`src/rtl/ldl_fifo_rd_stream.sv`:
```
// -----------------------------------------------------------------------------
// ldl_fifo_rd_stream
//
// Read-side drain engine for the library FIFOs. Pops words from a FIFO read
// port (fifo_empty / fifo_re / fifo_dout) into a 3-entry in-order buffer and
// presents the head of that buffer as a registered valid/ready stream.
//
// Parameters
//   DW     data width
//   AHEAD  1: show-ahead FIFO, fifo_dout valid while ~fifo_empty
//          0: registered FIFO, fifo_dout valid the cycle after fifo_re
//
// Ports
//   clk         clock, all logic on posedge
//   rst_n       asynchronous active-low reset
//   flush       synchronous buffer flush (only with LDL_FIFO_RD_STREAM_FLUSH_EN)
//   fifo_empty  FIFO empty flag
//   fifo_re     FIFO pop, never depends on m_ready
//   fifo_dout   FIFO read data
//   m_valid     stream valid (registered: occ != 0)
//   m_ready     stream consumer ready
//   m_data      stream data (head buffer entry)
//   occ         words currently held in the buffer, 0..3
//
// Optional feature: define LDL_FIFO_RD_STREAM_FLUSH_EN to add the flush port.
// -----------------------------------------------------------------------------
module ldl_fifo_rd_stream #(
    parameter int DW    = 8,
    parameter bit AHEAD = 1'b1
) (
    input  logic          clk,
    input  logic          rst_n,
`ifdef LDL_FIFO_RD_STREAM_FLUSH_EN
    input  logic          flush,
`endif
    input  logic          fifo_empty,
    output logic          fifo_re,
    input  logic [DW-1:0] fifo_dout,
    output logic          m_valid,
    input  logic          m_ready,
    output logic [DW-1:0] m_data,
    output logic [1:0]    occ
);

    logic [DW-1:0] buf_mem [3];
    logic [1:0]    wr_ptr;
    logic [1:0]    rd_ptr;
    logic [1:0]    occ_q;
    logic          inflight;
    logic          flush_act;
    logic          capture;
    logic          pop;
    logic [2:0]    level;
    logic [1:0]    occ_next;

`ifdef LDL_FIFO_RD_STREAM_FLUSH_EN
    assign flush_act = flush;
`else
    assign flush_act = 1'b0;
`endif

    // Modulo-3 pointer advance.
    function automatic logic [1:0] ptr_inc(input logic [1:0] p);
        return (p == 2'd2) ? 2'd0 : p + 2'd1;
    endfunction

    // Words already owned by this block: buffered plus the one still in
    // the FIFO output register (registered-output FIFOs only).
    assign level = {1'b0, occ_q} + {2'b00, inflight};

    // Pop decision uses only local state, so m_ready never reaches fifo_re.
    // Gating with rst_n keeps the FIFO untouched while reset is held.
    assign fifo_re = rst_n & ~fifo_empty & ~flush_act & (level < 3'd3);

    // Show-ahead data is taken in the pop cycle; registered data one later.
    assign capture = (AHEAD ? fifo_re : inflight) & ~flush_act;
    assign pop     = m_valid & m_ready;

    // Capture only happens with room left, pop only with occ != 0: no wrap.
    assign occ_next = occ_q + {1'b0, capture} - {1'b0, pop};

    // ---- buffer / pointer register stage ----
    always_ff @(posedge clk or negedge rst_n) begin
        if (!rst_n) begin
            wr_ptr   <= 2'd0;
            rd_ptr   <= 2'd0;
            occ_q    <= 2'd0;
            inflight <= 1'b0;
            for (int i = 0; i < 3; i++) begin
                buf_mem[i] <= '0;
            end
        end else if (flush_act) begin
            // The word owed by an inflight pop is dropped along with the buffer.
            wr_ptr   <= 2'd0;
            rd_ptr   <= 2'd0;
            occ_q    <= 2'd0;
            inflight <= 1'b0;
        end else begin
            for (int i = 0; i < 3; i++) begin
                if (capture && (wr_ptr == 2'(i))) begin
                    buf_mem[i] <= fifo_dout;
                end
            end
            if (capture) begin
                wr_ptr <= ptr_inc(wr_ptr);
            end
            if (pop) begin
                rd_ptr <= ptr_inc(rd_ptr);
            end
            occ_q    <= occ_next;
            inflight <= AHEAD ? 1'b0 : fifo_re;
        end
    end

    // Head entry select; pointer never reaches 3.
    always_comb begin
        m_data = buf_mem[2];
        case (rd_ptr)
            2'd0:    m_data = buf_mem[0];
            2'd1:    m_data = buf_mem[1];
            default: m_data = buf_mem[2];
        endcase
    end

    assign m_valid = (occ_q != 2'd0);
    assign occ     = occ_q;

endmodule

```
`config.mk`:
```
export PLATFORM = sky130hd
export DESIGN_NAME = ldl_fifo_rd_stream
export DESIGN_NICKNAME = d
export VERILOG_FILES = /design/src/rtl/ldl_fifo_rd_stream.sv
export SDC_FILE = /design/constraint.sdc
export NUM_CORES = 1
export LEC_CHECK = 0
export BUFFER_PORTS_ARGS = -buffer_cell sky130_fd_sc_hd__clkbuf_2
export CORE_ASPECT_RATIO = 0.6
export CORE_MARGIN = 2
export CORE_UTILIZATION = 25
export DETAILED_ROUTE_END_ITERATION = 10
export HOLD_SLACK_MARGIN = 0.08
export PLACE_DENSITY = 0.48
export RECOVER_POWER = 50
export SETUP_SLACK_MARGIN = 0.02
export SLEW_MARGIN = 0
export SYNTH_ARGS = -nofsm -noshare
export SYNTH_HDL_FRONTEND = slang
export SYNTH_SLANG_ARGS = --single-unit
```
`constraint.sdc`:
```
create_clock -name clk -period 1.8 [get_ports clk]
set_input_delay 0.36 -clock clk [delete_from_list [all_inputs] [get_ports clk]]
set_output_delay 0.36 -clock clk [all_outputs]
set_load 0.01 [all_outputs]
```
# Word level (Yosys, flattened, before mapping)

Index checks and enable logic that the tools add are counted.

Register bits: 30
Logic and storage cells: 28

Add/subtract/negate cells: 4
Order comparisons: 1
Eq/ne operators: 4
Muxes and demuxes: 3
Bitwise operators: 4
Reductions and logical operators: 6

Operators by type and width:

| kind                                                                   | count |
|---|---|
| 8-bit case mux with 2 select lines                                     | 1 |
| 2-bit by 1-bit adder with 2-bit output (second input constant)         | 2 |
| 2-bit by 1-bit equality test with 1-bit output (second input constant) | 2 |
| 2-bit equality test (second input constant)                            | 2 |
| 2-bit zero test                                                        | 2 |
| 2-bit two-way mux                                                      | 2 |
| 1-bit bitwise AND                                                      | 3 |
| 1-bit logical AND                                                      | 3 |
| 2-bit by 1-bit adder with 2-bit output                                 | 1 |
| 2-bit < comparator (second input constant)                             | 1 |
| 2-bit nonzero test                                                     | 1 |
| 2-bit by 1-bit subtractor with 2-bit output                            | 1 |
| 1-bit inverter                                                         | 1 |

# Depth between registers and ports, before layout

Depth after elaboration: 5
Mapped depth: 7
Depth with buffers taken out: 7

# Worst setup path after synthesis

Ideal clock, no wire load.

Path kind: register to register
Start point: register occ_q[0], in the netlist occ[0]
End point: register occ_q[1], in the netlist occ[1]
Arrival: 1.562 ns
Required time: 1.672 ns
Path slack: 0.111 ns
Cell stages (with the launch flop): 8
Period minus slack after synthesis: 1.689 ns
Cell sequence: dfrtp_1 -> o21ai_0 -> inv_1 -> ha_1 -> inv_1 -> ha_1 -> xnor2_1 -> xnor2_1

Elaborated cells on any way between the ends: 6
Classes of those cells: add/sub: 2; order compare: 1; bitwise: 2; reduce/logical: 1

RTL lines:

| what                                        | line | text |
|---|---|---|
| start, declared                             | 48   | `logic [1:0] occ_q;` |
| start signal, assigned                      | 110  | `occ_q <= occ_next;` |
| 2-bit nonzero test                          | 125  | `assign m_valid = (occ_q != 2'd0);` |
| 1-bit bitwise AND                           | 77   | `assign pop = m_valid & m_ready;` |
| via pop                                     | 52   | `logic pop;` |
| 2-bit by 1-bit subtractor with 2-bit output | 80   | `assign occ_next = occ_q + {1'b0, capture} - {1'b0, pop};` |
| via occ_next[1]                             | 54   | `logic [1:0] occ_next;` |

The timed path passes the listed nets, and every way through them passes these cells.
A chain may end at the register's enable or synchronous reset.

# Worst setup path after layout

Start point: register rd_ptr[0]
End point: output m_data[5]

Cells in the longest elaborated chain, start to end: 2
Elaborated cells on any way between the ends: 3
Classes of those cells: eq/ne: 1; mux: 1; reduce/logical: 1

Ends and longest elaborated chain:

| what                                                                              | line | text |
|---|---|---|
| start, declared                                                                   | 47   | `logic [1:0] rd_ptr;` |
| start signal, assigned                                                            | 108  | `rd_ptr <= ptr_inc(rd_ptr);` |
| 2-bit by 1-bit equality test with 1-bit output or 2-bit zero test (tied branches) | 118  | `case (rd_ptr)` |
| 8-bit case mux with 2 select lines (*)                                            | 118  |  |
| end, declared                                                                     | 41   | `output logic [DW-1:0] m_data,` |

Every way passes the cells marked *; elsewhere a longest branch is shown, timed or not.

==> results.sh <==
export IMPL_drc=0
export IMPL_grtUsageMet1_pct=13.5
export IMPL_total_power_mw=3.04
export IMPL_ctsResizeCount=0
export IMPL_ys_types=17
export IMPL_global_route_usage_met2_pct=16.9
export IMPL_diodes=0
export IMPL_die_h_um=61.6
export IMPL_grtUsageMet3_pct=4.20
export IMPL_synth_most_common_cell="dfrtp_1"
export IMPL_relSlewSlack_pct=50.7
export IMPL_yosysSeqAreaShare_pct=54.2
export IMPL_cts_hold_buf=0
export IMPL_max_freq_mhz=602
export IMPL_yosys_warnings=0
export IMPL_regToRegEndpoint="occ[1]"
export IMPL_busiest_layer="met2"
export IMPL_reg2reg_slack_ns=0.16
export IMPL_reg2regPathDepth=7
export IMPL_powerDensity_mw_per_mm2=1790
export IMPL_setup_worst_path_class="reg -> out"
export IMPL_finalSetupTns_ns=0
export IMPL_grt_usage_pct=10.6
export IMPL_peakVddDrop_v=0.000680
export IMPL_synth_top_area_share_pct=54.2
export IMPL_finalClockSkew_ns=0.00404
export IMPL_worstPathCellList="buf_4 -> mux2i_1 -> o21ai_0 -> clkbuf_2"
export IMPL_synth_seq_cells=30
export IMPL_drt_wl_total_mm=2.77
export IMPL_async_flop_share_pct=100
export IMPL_critical_path_endpoint_type="output port"
export IMPL_synth_area_top_cells="dfrtp_1, mux2_2, mux2i_1"
export IMPL_p_leak_nw=0.779
export IMPL_hold_class="in -> async"
export IMPL_ant_nets=0
export IMPL_cpPeakStageDelay_ns=0.37
export IMPL_drtIter0Drc=12
export IMPL_clock_latency_ns=0.28
export IMPL_routed_via_count=880
export IMPL_whs_ns=0.284
export IMPL_clockBufferDepth=2
export IMPL_setup_violations=0
export IMPL_htreeDepth=2
export IMPL_required_ns=1.44
export IMPL_io_buffer_count=23
export IMPL_n_fill_cell=522
export IMPL_worst_setup_path_start_kind="flop"
export IMPL_cts_buffers_inserted=5
export IMPL_cts_setup_buffers=0
export IMPL_io_pin_count=24
export IMPL_slew_viol_final=0
export IMPL_vias_per_cell=4.31
export IMPL_rsz0062_at_grt="yes"
export IMPL_gp_congestion=0.644
export IMPL_antenna_found_initial=0
export IMPL_synth_ff_type="dfrtp_1"
export IMPL_yosysTopAreaCell="dfrtp_1"
export IMPL_crit_buf_inv=2
export IMPL_syn_instance_count=105
export IMPL_die_area_sq_mm=0.00617
export IMPL_core_area_sq_mm=0.00520
export IMPL_crit_cells=4
export IMPL_critical_path_top_delay_family="flip-flops"
export IMPL_cp_slowest_cell="dfrtp_1"
export IMPL_cts_tree="built"
export IMPL_maxCapViolCount=0
export IMPL_r2r_start="occ[1]"
export IMPL_firstDrtPassIters=4
export IMPL_netlist_area_sq_mm=0.00138
export IMPL_area_delta_synth_final_pct=22.3
export IMPL_routedWlPerCell_um=13.6
export IMPL_timing_final_crit_share_pct=92.3
export IMPL_synth_commonest_cells="dfrtp_1, mux2_2, o21ai_0"
export IMPL_final_min_clock_period_ns=1.66
export IMPL_synth_edf_count=0
export IMPL_nNetsFinal=151
export IMPL_cts_root_buffer="clkbuf_8"
export IMPL_grt_pass1_wl_mm=4.72
export IMPL_worst_slew_pin_slew_ns=0.739
export IMPL_cp_arrival_ns=1.30
export IMPL_drive_gt1_share_pct=47.1
export IMPL_synth_nets=119
export IMPL_synth_area_per_cell_sq_um=13.2
export IMPL_initial_core_util_pct=26.6
export IMPL_cts_sinks=30
export IMPL_hold_violations=0
export IMPL_dpl_hpwl_mm=2.02
export IMPL_path_max_fanout=8
export IMPL_overflow=0
export IMPL_grt_max_degree=31
export IMPL_clk_pin_slew_ns=0.06
export IMPL_die_w_um=100
export IMPL_grt_pass1_vias=972
export IMPL_status="finished, final reports clean"
export IMPL_num_rows=20
-- power breakdown --
group          internal [mW]  leakage, nW  switching, mW
logic                  0.633        0.368          0.591
clock network          0.308       0.0482          0.246
registers               1.02        0.362          0.241
-- final cells by class --
class	count	area (sq um)	area share [%]
clock buffers	7	86.3	5.10
clock inverters	1	5.00	0.296
inverters	5	18.8	1.11
multi-input cells	67	601	35.5
flip-flops and latches	30	752	44.4
well taps	66	82.6	4.88
repair buffers	28	148	8.72
-- placed cells by master, fill, tap and decap left out, drive strengths merged --
master   n
clkinv   1
mux2    24
a21o     1
ha       2
nand2   11
o21ai   12
clkbuf  32
dfrtp   30
buf      3
mux2i    8
or2      1
xnor2    2
nand4    3
inv      5
nor2b    1
nor3     1
and2     1
-- per-layer routing --
layer / share of wire [%] / vias up
met5: 0 / -
met1: 49 / 428
met2: 45 / 19
met4: 0.58 / 0
met3: 5.4 / 3
li1: - / 430
-- sequential cells by signal (all words and copies together) (netlist names) --
| signal | count |
|---|---|
| wr_ptr | 2 |
| rd_ptr | 2 |
| buf_mem | 24 |
| occ | 2 |
-- worst register-to-register path, delay by kind of cell (launching register included) --
| family | cells | cell delay (ns) |
|---|---|---|
| AO/OA/AOI/OAI | 1 | 0.18 |
| XOR/XNOR | 2 | 0.36 |
| buffers and inverters | 2 | 0.12 |
| adder cells (fa/ha/maj) | 2 | 0.45 |
| flip-flops | 1 | 0.44 |
-- cell families after synthesis --
family | synth area share, %
mux | 25.3
fa+ha+maj | 1.81
compound gates | 4.88
xor+xnor | 1.27
simple gates | 10.1
flops | 54.2
buf+inv | 2.35
-- per-stage QoR --
step	worst slack [ns]	utilization [%]	instances	instance area (sq um)
6_report	0.139	32.5	204	1690
5_1_grt	0.0106	32.5	204	1690
3_3_place_gp	0.252	30.8	196	1610
3_5_place_dp	0.0968	30.8	196	1610
2_1_floorplan	0.111	-	105	1380
4_1_cts	0.0690	32.6	204	1700
-- how the worst max path moves through the flow --
stage | start | to | slack, ns
2_1_floorplan | occ[0] | occ[1] | 0.11
3_3_place_gp | occ[1] | occ[1] | 0.25
3_5_place_dp | occ[1] | occ[1] | 0.1
4_1_cts | occ[1] | occ[1] | 0.07
5_1_grt | occ[1] | occ[1] | 0.01
6_report | rd_ptr[0] | m_data[5] | 0.14
(Power assumes the default switching activity.)
